==> src/rtl/mam_ahb3_arbiter.sv <==
// Two-master AHB3 arbiter between a CPU and MAM in front of one memory port.
// Grants change only at transfer boundaries. A starving CPU gets priority.
module mam_ahb3_arbiter #(
  parameter int unsigned STARVE_LIMIT = 16
) (
  input  logic       ahb3_in_clk_i,
  input  logic       ahb3_in_rst_i,
  input  logic [1:0] cpu_htrans_i,
  input  logic       cpu_hmastlock_i,
  input  logic [1:0] mam_htrans_i,
  input  logic       mam_hmastlock_i,
  input  logic       mem_hready_i,
  output logic       grant_cpu_o,
  output logic       grant_mam_o,
  output logic       addr_sel_o,
  output logic       data_sel_o,
  output logic       cpu_hready_o,
  output logic       mam_hready_o,
  output logic       starve_o
);

  localparam int CW = $clog2(STARVE_LIMIT + 1);
  localparam logic [CW-1:0] LIM = CW'(STARVE_LIMIT);

  typedef enum logic [1:0] {
    IDLE,
    OWN_MAM,
    OWN_CPU
  } state_t;

  state_t        state;
  state_t        state_nxt;
  state_t        arb;
  logic [CW-1:0] cnt;
  logic [CW-1:0] cnt_nxt;
  logic          req_cpu;
  logic          req_mam;
  logic          bnd_cpu;
  logic          bnd_mam;

  assign req_cpu = (cpu_htrans_i == 2'b10) | cpu_hmastlock_i;
  assign req_mam = (mam_htrans_i == 2'b10) | mam_hmastlock_i;

  assign bnd_cpu = mem_hready_i & (cpu_htrans_i == 2'b00)
                 & ~cpu_hmastlock_i;
  assign bnd_mam = mem_hready_i & (mam_htrans_i == 2'b00)
                 & ~mam_hmastlock_i;

  // Registered starve_o decides ties, so saturation wins next arbitration.
  always_comb begin
    arb = IDLE;
    priority case (1'b1)
      req_mam && !starve_o: arb = OWN_MAM;
      req_cpu:              arb = OWN_CPU;
      req_mam:              arb = OWN_MAM;
      default:              arb = IDLE;
    endcase
  end

  always_comb begin
    state_nxt = state;
    case (state)
      IDLE:    state_nxt = arb;
      OWN_MAM: if (bnd_mam) state_nxt = arb;
      OWN_CPU: if (bnd_cpu) state_nxt = arb;
      default: state_nxt = IDLE;
    endcase
  end

  always_comb begin
    cnt_nxt = cnt;
    if (state == OWN_CPU)
      cnt_nxt = '0;
    else if (state == OWN_MAM && req_cpu && cnt != LIM)
      cnt_nxt = cnt + 1'b1;
  end

  always_ff @(posedge ahb3_in_clk_i) begin
    if (ahb3_in_rst_i) begin
      state       <= IDLE;
      grant_cpu_o <= 1'b0;
      grant_mam_o <= 1'b0;
      addr_sel_o  <= 1'b0;
      data_sel_o  <= 1'b0;
      cnt         <= '0;
      starve_o    <= 1'b0;
    end else begin
      state       <= state_nxt;
      grant_cpu_o <= (state_nxt == OWN_CPU);
      grant_mam_o <= (state_nxt == OWN_MAM);
      if (state_nxt != IDLE)
        addr_sel_o <= (state_nxt == OWN_CPU);
      // Data phase follows the address phase that just completed.
      if (mem_hready_i)
        data_sel_o <= addr_sel_o;
      cnt         <= cnt_nxt;
      starve_o    <= (cnt_nxt == LIM);
    end
  end

  assign cpu_hready_o = mem_hready_i & (grant_cpu_o | data_sel_o);
  assign mam_hready_o = mem_hready_i & (grant_mam_o | ~data_sel_o);

endmodule

==> config.mk <==
export PLATFORM = sky130hd
export DESIGN_NAME = mam_ahb3_arbiter
export DESIGN_NICKNAME = d
export VERILOG_FILES = /design/src/rtl/mam_ahb3_arbiter.sv
export SDC_FILE = /design/constraint.sdc
export NUM_CORES = 1
export LEC_CHECK = 0
export CAP_MARGIN = 20
export CORE_UTILIZATION = 40
export DETAILED_ROUTE_END_ITERATION = 10
export GPL_ROUTABILITY_DRIVEN = 0
export PLACE_DENSITY = 0.67
export REMOVE_ABC_BUFFERS = 1
export SLEW_MARGIN = 25
export SYNTH_ARGS = -nofsm -noshare
export SYNTH_HDL_FRONTEND = slang
export SYNTH_SLANG_ARGS = --single-unit
==> constraint.sdc <==
create_clock -name ahb3_in_clk_i -period 4.6 [get_ports ahb3_in_clk_i]
set_input_delay 1.15 -clock ahb3_in_clk_i [delete_from_list [all_inputs] [get_ports ahb3_in_clk_i]]
set_output_delay 1.15 -clock ahb3_in_clk_i [all_outputs]
set_load 0.05 [all_outputs]
==> impl_metrics.yaml, run 1 <==
synthesis:
  yosysTopAreaCell: "dfxtp_1"
  synthTopCellsByArea: "dfxtp_1, nor2_1, a2111oi_4"
  ys_ff_latch: 12
  synthTopCellsByCount: "dfxtp_1, nor2_1, inv_1, nand2_1"
  synth_top_cell_area_share: 0.385
  syn_area_um2: 624
  syn_inst: 69
  synth_enable_flop_cells: 0
  yosysMostFrequentCell: "dfxtp_1"
  seq_area_frac_synth: 0.385
  async_reset_ff_frac: 0
  ys.flop_type: "dfxtp_1"
  avgSynthCellArea_um2: 9.05
  ys_warn_count: 0
  synthDistinctLibCells: 28
clock_network:
  postCtsResizedCells: 0
  numClockSinks: 12
  hold_buffers: 0
  cts-buffers-inserted: 3
  cts_tree: "done"
  post-cts-setup-buffer-count: 0
  clk_pin_slew_ps: 70
  clock_latency_ps: 280
  cts-root-buf: "clkbuf_4"
  cts_buffer_depth: 2
  cts_max_level: 1
sta:
  setup_violations: 0
  period_minus_slack_ps: 3860
  hold_viol: 0
  finalClockSkew_ps: 7.06
  rsz0062_at_grt: "no"
  max_slew_margin: 0.658
  fin_setup_tns_ps: 0
  min_period_over_period: 0.839
  slew_violations: 0
  worst_pin_slew_ps: 500
  clock.fmax_ghz: 0.259
drt:
  num_vias: 539
  drc: 0
  drtAntennaViolNets: 0
  routedWlPerCell_um: 13.1
  wl_um: 1350
  vias_per_cell: 5.23
  dr.first_iter.drc_count: 11
  drt_pass1_iterations: 4
place:
  hpwlAfterDp_um: 1010
  io_buffer_count: 15
final_layout:
  nets: 100
  multi_input_area_um2: 358
  regArea_um2: 240
  fill_cells: 136
  antenna_cells: 0
  drive_gt1_frac: 0.102
  synthToLayoutAreaGrowth_pct: 32.9
worst_setup_path:
  critPathKind: "input pin to output pin"
  endpoint_kind: "output pin"
  start_kind: "input pin"
  cp.arrival_ps: 2710
  critPathRequiredTime_ps: 3450
  critPathMaxFanout: 5
die:
  dieArea_um2: 1720
  num_io_pins: 16
  start_util: 0.452
  die_w_um: 41.5
  dieHeight_um: 41.5
  core-area_um2: 1380
  placement_rows: 13
power:
  p_seq_frac: 0.459
  combPwrFrac: 0.197
  clkPwrFrac: 0.344
  internal-power_mw: 0.178
  vdd_ir_drop_max_v: 0.000171
  p_sw_frac: 0.278
  p_leak_nw: 0.307
  power.switching_mw: 0.0683
  report.power.total_mw: 0.246
  power_density_nw_per_um2: 297
grt:
  grtUsageTotal: 0.182
  first_global_vias: 556
  grt_overflow_total: 0
  antenna_found_initial: 0
  grt_max_degree: 9
  grt_pass1_wl_um: 2350
flow_run:
  cap_violations: 0
status:
  status: "finished clean"
hold_path:
  hp-class: "register to register"
[layout by cell type (no fill, tap or decap), types with 2 or more instances in the layout]
| cell type | count |
|---|---|
| a211oi_1 | 2 |
| xnor2_1 | 3 |
| inv_1 | 6 |
| clkbuf_4 | 3 |
| a21oi_1 | 2 |
| dfxtp_1 | 12 |
| clkdlybuf4s50_1 | 15 |
| nor2b_1 | 3 |
| ha_1 | 2 |
| o21a_1 | 2 |
| o21ai_0 | 2 |
| nor2_1 | 11 |
| nand2_1 | 5 |
| nand3b_1 | 3 |
[final timing paths]
path	from	to	slack, ps	cells after the start
setup / recovery	mem_hready_i	mam_hready_o	740	3
hold / removal	addr_sel_o$_SDFFE_PP0P_	addr_sel_o$_SDFFE_PP0P_	480	2
setup reg to reg	cnt[0]$_SDFF_PP0_	starve_o$_SDFF_PP0_	2600	7
hold reg to reg	addr_sel_o$_SDFFE_PP0P_	addr_sel_o$_SDFFE_PP0P_	480	2
[worst max-delay path: stages]
cell,delay [ps]
clkdlybuf4s50_1,550
a21boi_0,190
clkdlybuf4s50_1,820
[per-layer routing]
layer,up-vias,share of wire,track usage
met5,-,0,0
met4,0,0.033,0.103
met3,6,0.082,0.100
met2,24,0.42,0.241
met1,234,0.46,0.229
li1,275,-,-
[logic make-up after synthesis]
logic type / Yosys count / share of synthesized area
simple gates: 28 / 0.245
compound gates: 15 / 0.206
flops: 12 / 0.385
buf+inv: 7 / 0.0421
xor+xnor: 3 / 0.0421
mux: 2 / 0.0401
fa+ha+maj: 2 / 0.0401
[power groups by stage]
stage	registers, mW	logic (mW)	clock network [mW]
4_1_cts	0.113	0.0488	0.0872
6_report	0.113	0.0484	0.0847
3_3_place_gp	0.115	0.0476	0
2_1_floorplan	0.121	0.0234	0
5_1_grt	0.114	0.0525	0.0918
3_5_place_dp	0.116	0.0482	0
[state kept, by name, indices dropped and copies added, names as in the netlist]
signal / flops
addr_sel_o: 1
state: 2
grant_mam_o: 1
cnt: 5
starve_o: 1
data_sel_o: 1
grant_cpu_o: 1
[area by class of cell]
class                      count  share of cell area
multi-input combinational     50               0.431
sequential                    12               0.290
clock buffer                   4              0.0437
tap                           15              0.0226
inverter                       7              0.0317
timing repair buffer          15               0.181
[per-stage QoR]
stage                     cell area, µm²  setup slack, ps  cells  utilization  hold slack (ps)
final                                830              741    103        0.600              484
after CTS                            830              727    103        0.600              488
after global placement               793              751     99        0.574              471
after floorplan                      624             1160     69            -              517
after detailed placement             793              729     99        0.574              476
after global routing                 830              655    103        0.600              545
(Power assumes the default switching activity.)
==> inputs of run 2 (changes only) <==
--- a/config.mk
+++ b/config.mk
@@ -9,7 +9,7 @@
 export CORE_UTILIZATION = 40
 export DETAILED_ROUTE_END_ITERATION = 10
 export GPL_ROUTABILITY_DRIVEN = 0
-export PLACE_DENSITY = 0.67
+export PLACE_DENSITY = 0.7
 export REMOVE_ABC_BUFFERS = 1
 export SLEW_MARGIN = 25
 export SYNTH_ARGS = -nofsm -noshare
==> constraint.sdc (replaced) <==
create_clock -name ahb3_in_clk_i -period 3.55 [get_ports ahb3_in_clk_i]
set_input_delay 0.8875 -clock ahb3_in_clk_i [delete_from_list [all_inputs] [get_ports ahb3_in_clk_i]]
set_output_delay 0.8875 -clock ahb3_in_clk_i [all_outputs]
set_load 0.05 [all_outputs]
==> run 2 against run 1 <==
Against the previous run:
- combinational power up 27%
- setup slack better by 52 ps
- global-route usage down 2.6 points
- hold slack better by 23 ps
- clock power up 28%
- critical path type unchanged
- largest cell class unchanged
==> impl_metrics.yaml, run 2 (synthesized netlist as in run 1, its figures left out) <==
status:
  status: "finished clean"
drt:
  drt_pass1_iterations: 2
  drc: 0
  dr.first_iter.drc_count: 1
  vias_per_cell: 5.22
  drtAntennaViolNets: 0
  routedWlPerCell_um: 12.1
  wl_um: 1250
  num_vias: 538
sta:
  hold_viol: 0
  setup_violations: 0
  fin_setup_tns_ps: 0
  holdWs_ps: 506
  finalClockSkew_ps: 10.0
  max_slew_margin: 0.668
  period_minus_slack_ps: 2760
  rsz0062_at_grt: "no"
  clock.fmax_ghz: 0.363
  slew_violations: 0
  worst_pin_slew_ps: 486
  min_period_over_period: 0.777
hold_path:
  holdPathEnd: "addr_sel_o$_SDFFE_PP0P_"
  hp-class: "register to register"
  whs_path_depth: 2
  hp-start: "addr_sel_o$_SDFFE_PP0P_"
worst_setup_path:
  endpoint_kind: "output pin"
  crit_chain: "clkdlybuf4s50_1 > a21boi_0 > buf_4"
  r2r-start: "cnt[0]$_SDFF_PP0_"
  cp.arrival_ps: 1870
  cpLargestDelayFamily: "buffers and inverters"
  critPathKind: "input pin to output pin"
  cp_slowest_cell: "clkdlybuf4s50_1"
  max_stage_delay_ps: 560
  crit_buf_inv: 2
  rr_worst_depth: 7
  critPathRequiredTime_ps: 2660
  start_kind: "input pin"
  r2r_slack_ps: 1540
  critPathMaxFanout: 5
  r2r_end: "starve_o$_SDFF_PP0_"
final_layout:
  largest_reg_flops: 5
  drive_gt1_frac: 0.125
  regMostFlops: "cnt"
  nets: 100
  synthToLayoutAreaGrowth_pct: 32.1
  stdcell_area_um2: 825
  layout_common_cells: "clkdlybuf4s50_1, dfxtp_1, nor2_1"
  antenna_cells: 0
  fill_cells: 136
  layout_commonest_cell: "clkdlybuf4s50_1"
  top_regs: "cnt x5, state x2"
power:
  vdd_ir_drop_max_v: 0.000301
  report.power.total_mw: 0.315
  power_density_nw_per_um2: 382
  p_leak_nw: 0.310
grt:
  first_global_vias: 539
  grtUsageTotal: 0.156
  grt_pass1_wl_um: 2170
  met2_usage: 0.247
  grt_busiest_layer: "met2"
  use_met1: 0.217
  grt_max_degree: 9
  antenna_found_initial: 0
  use_met3: 0.0565
  grt_overflow_total: 0
die:
  start_util: 0.452
  die_w_um: 41.5
  core-area_um2: 1380
  num_io_pins: 16
  dieHeight_um: 41.5
  dieArea_um2: 1720
  placement_rows: 13
clock_network:
  post-cts-setup-buffer-count: 0
  clk_pin_slew_ps: 70
  cts-root-buf: "clkbuf_4"
  cts_tree: "done"
  cts-buffers-inserted: 3
  clock_latency_ps: 270
  numClockSinks: 12
  cts_max_level: 1
  hold_buffers: 0
  cts_buffer_depth: 2
  postCtsResizedCells: 0
place:
  hpwlAfterDp_um: 1010
  dpl_cell_area_um2: 788
  io_buffer_count: 15
flow_run:
  cap_violations: 0
[run 2: how the worst max path moves through the flow]
stage                  from      endpoint  cells past startpoint
6_report       mem_hready_i  mam_hready_o                      3
5_1_grt        mem_hready_i  mam_hready_o                      3
4_1_cts        mem_hready_i  mam_hready_o                      3
3_5_place_dp   mem_hready_i  mam_hready_o                      3
3_3_place_gp   mem_hready_i  mam_hready_o                      3
2_1_floorplan  mem_hready_i  mam_hready_o                      1
[run 2: power by group]
part	total (mW)	switching [mW]	internal [mW]	leakage, nW
Clock	0.108	0.0454	0.0622	0.0210
Sequential	0.146	0.00597	0.140	0.0978
Combinational	0.0613	0.0342	0.0271	0.191
[run 2: routing by layer]
layer / vias to the layer above / share of wire
li1: 281 / -
met1: 248 / 0.52
met2: 9 / 0.44
met3: 0 / 0.046
met4: 0 / 0
met5: - / 0
[run 2: through the flow]
step / setup WS [ps] / cells / utilization
2_1_floorplan: 636 / 69 / -
3_3_place_gp: 799 / 99 / 0.570
3_5_place_dp: 790 / 99 / 0.570
4_1_cts: 786 / 103 / 0.596
5_1_grt: 724 / 103 / 0.596
6_report: 793 / 103 / 0.596
[run 2: worst min-delay path, cell delays in order, from the launching register on]
cell,delay (ps)
dfxtp_1,340
inv_1,60
a211oi_1,60
[run 2: area by class of cell]
type / count / area, µm² / area share
repair buffers: 15 / 145 / 0.176
clock buffers: 4 / 36.3 / 0.0440
well taps: 15 / 18.8 / 0.0228
flip-flops and latches: 12 / 240 / 0.291
inverters: 7 / 26.3 / 0.0319
multi-input cells: 50 / 358 / 0.434
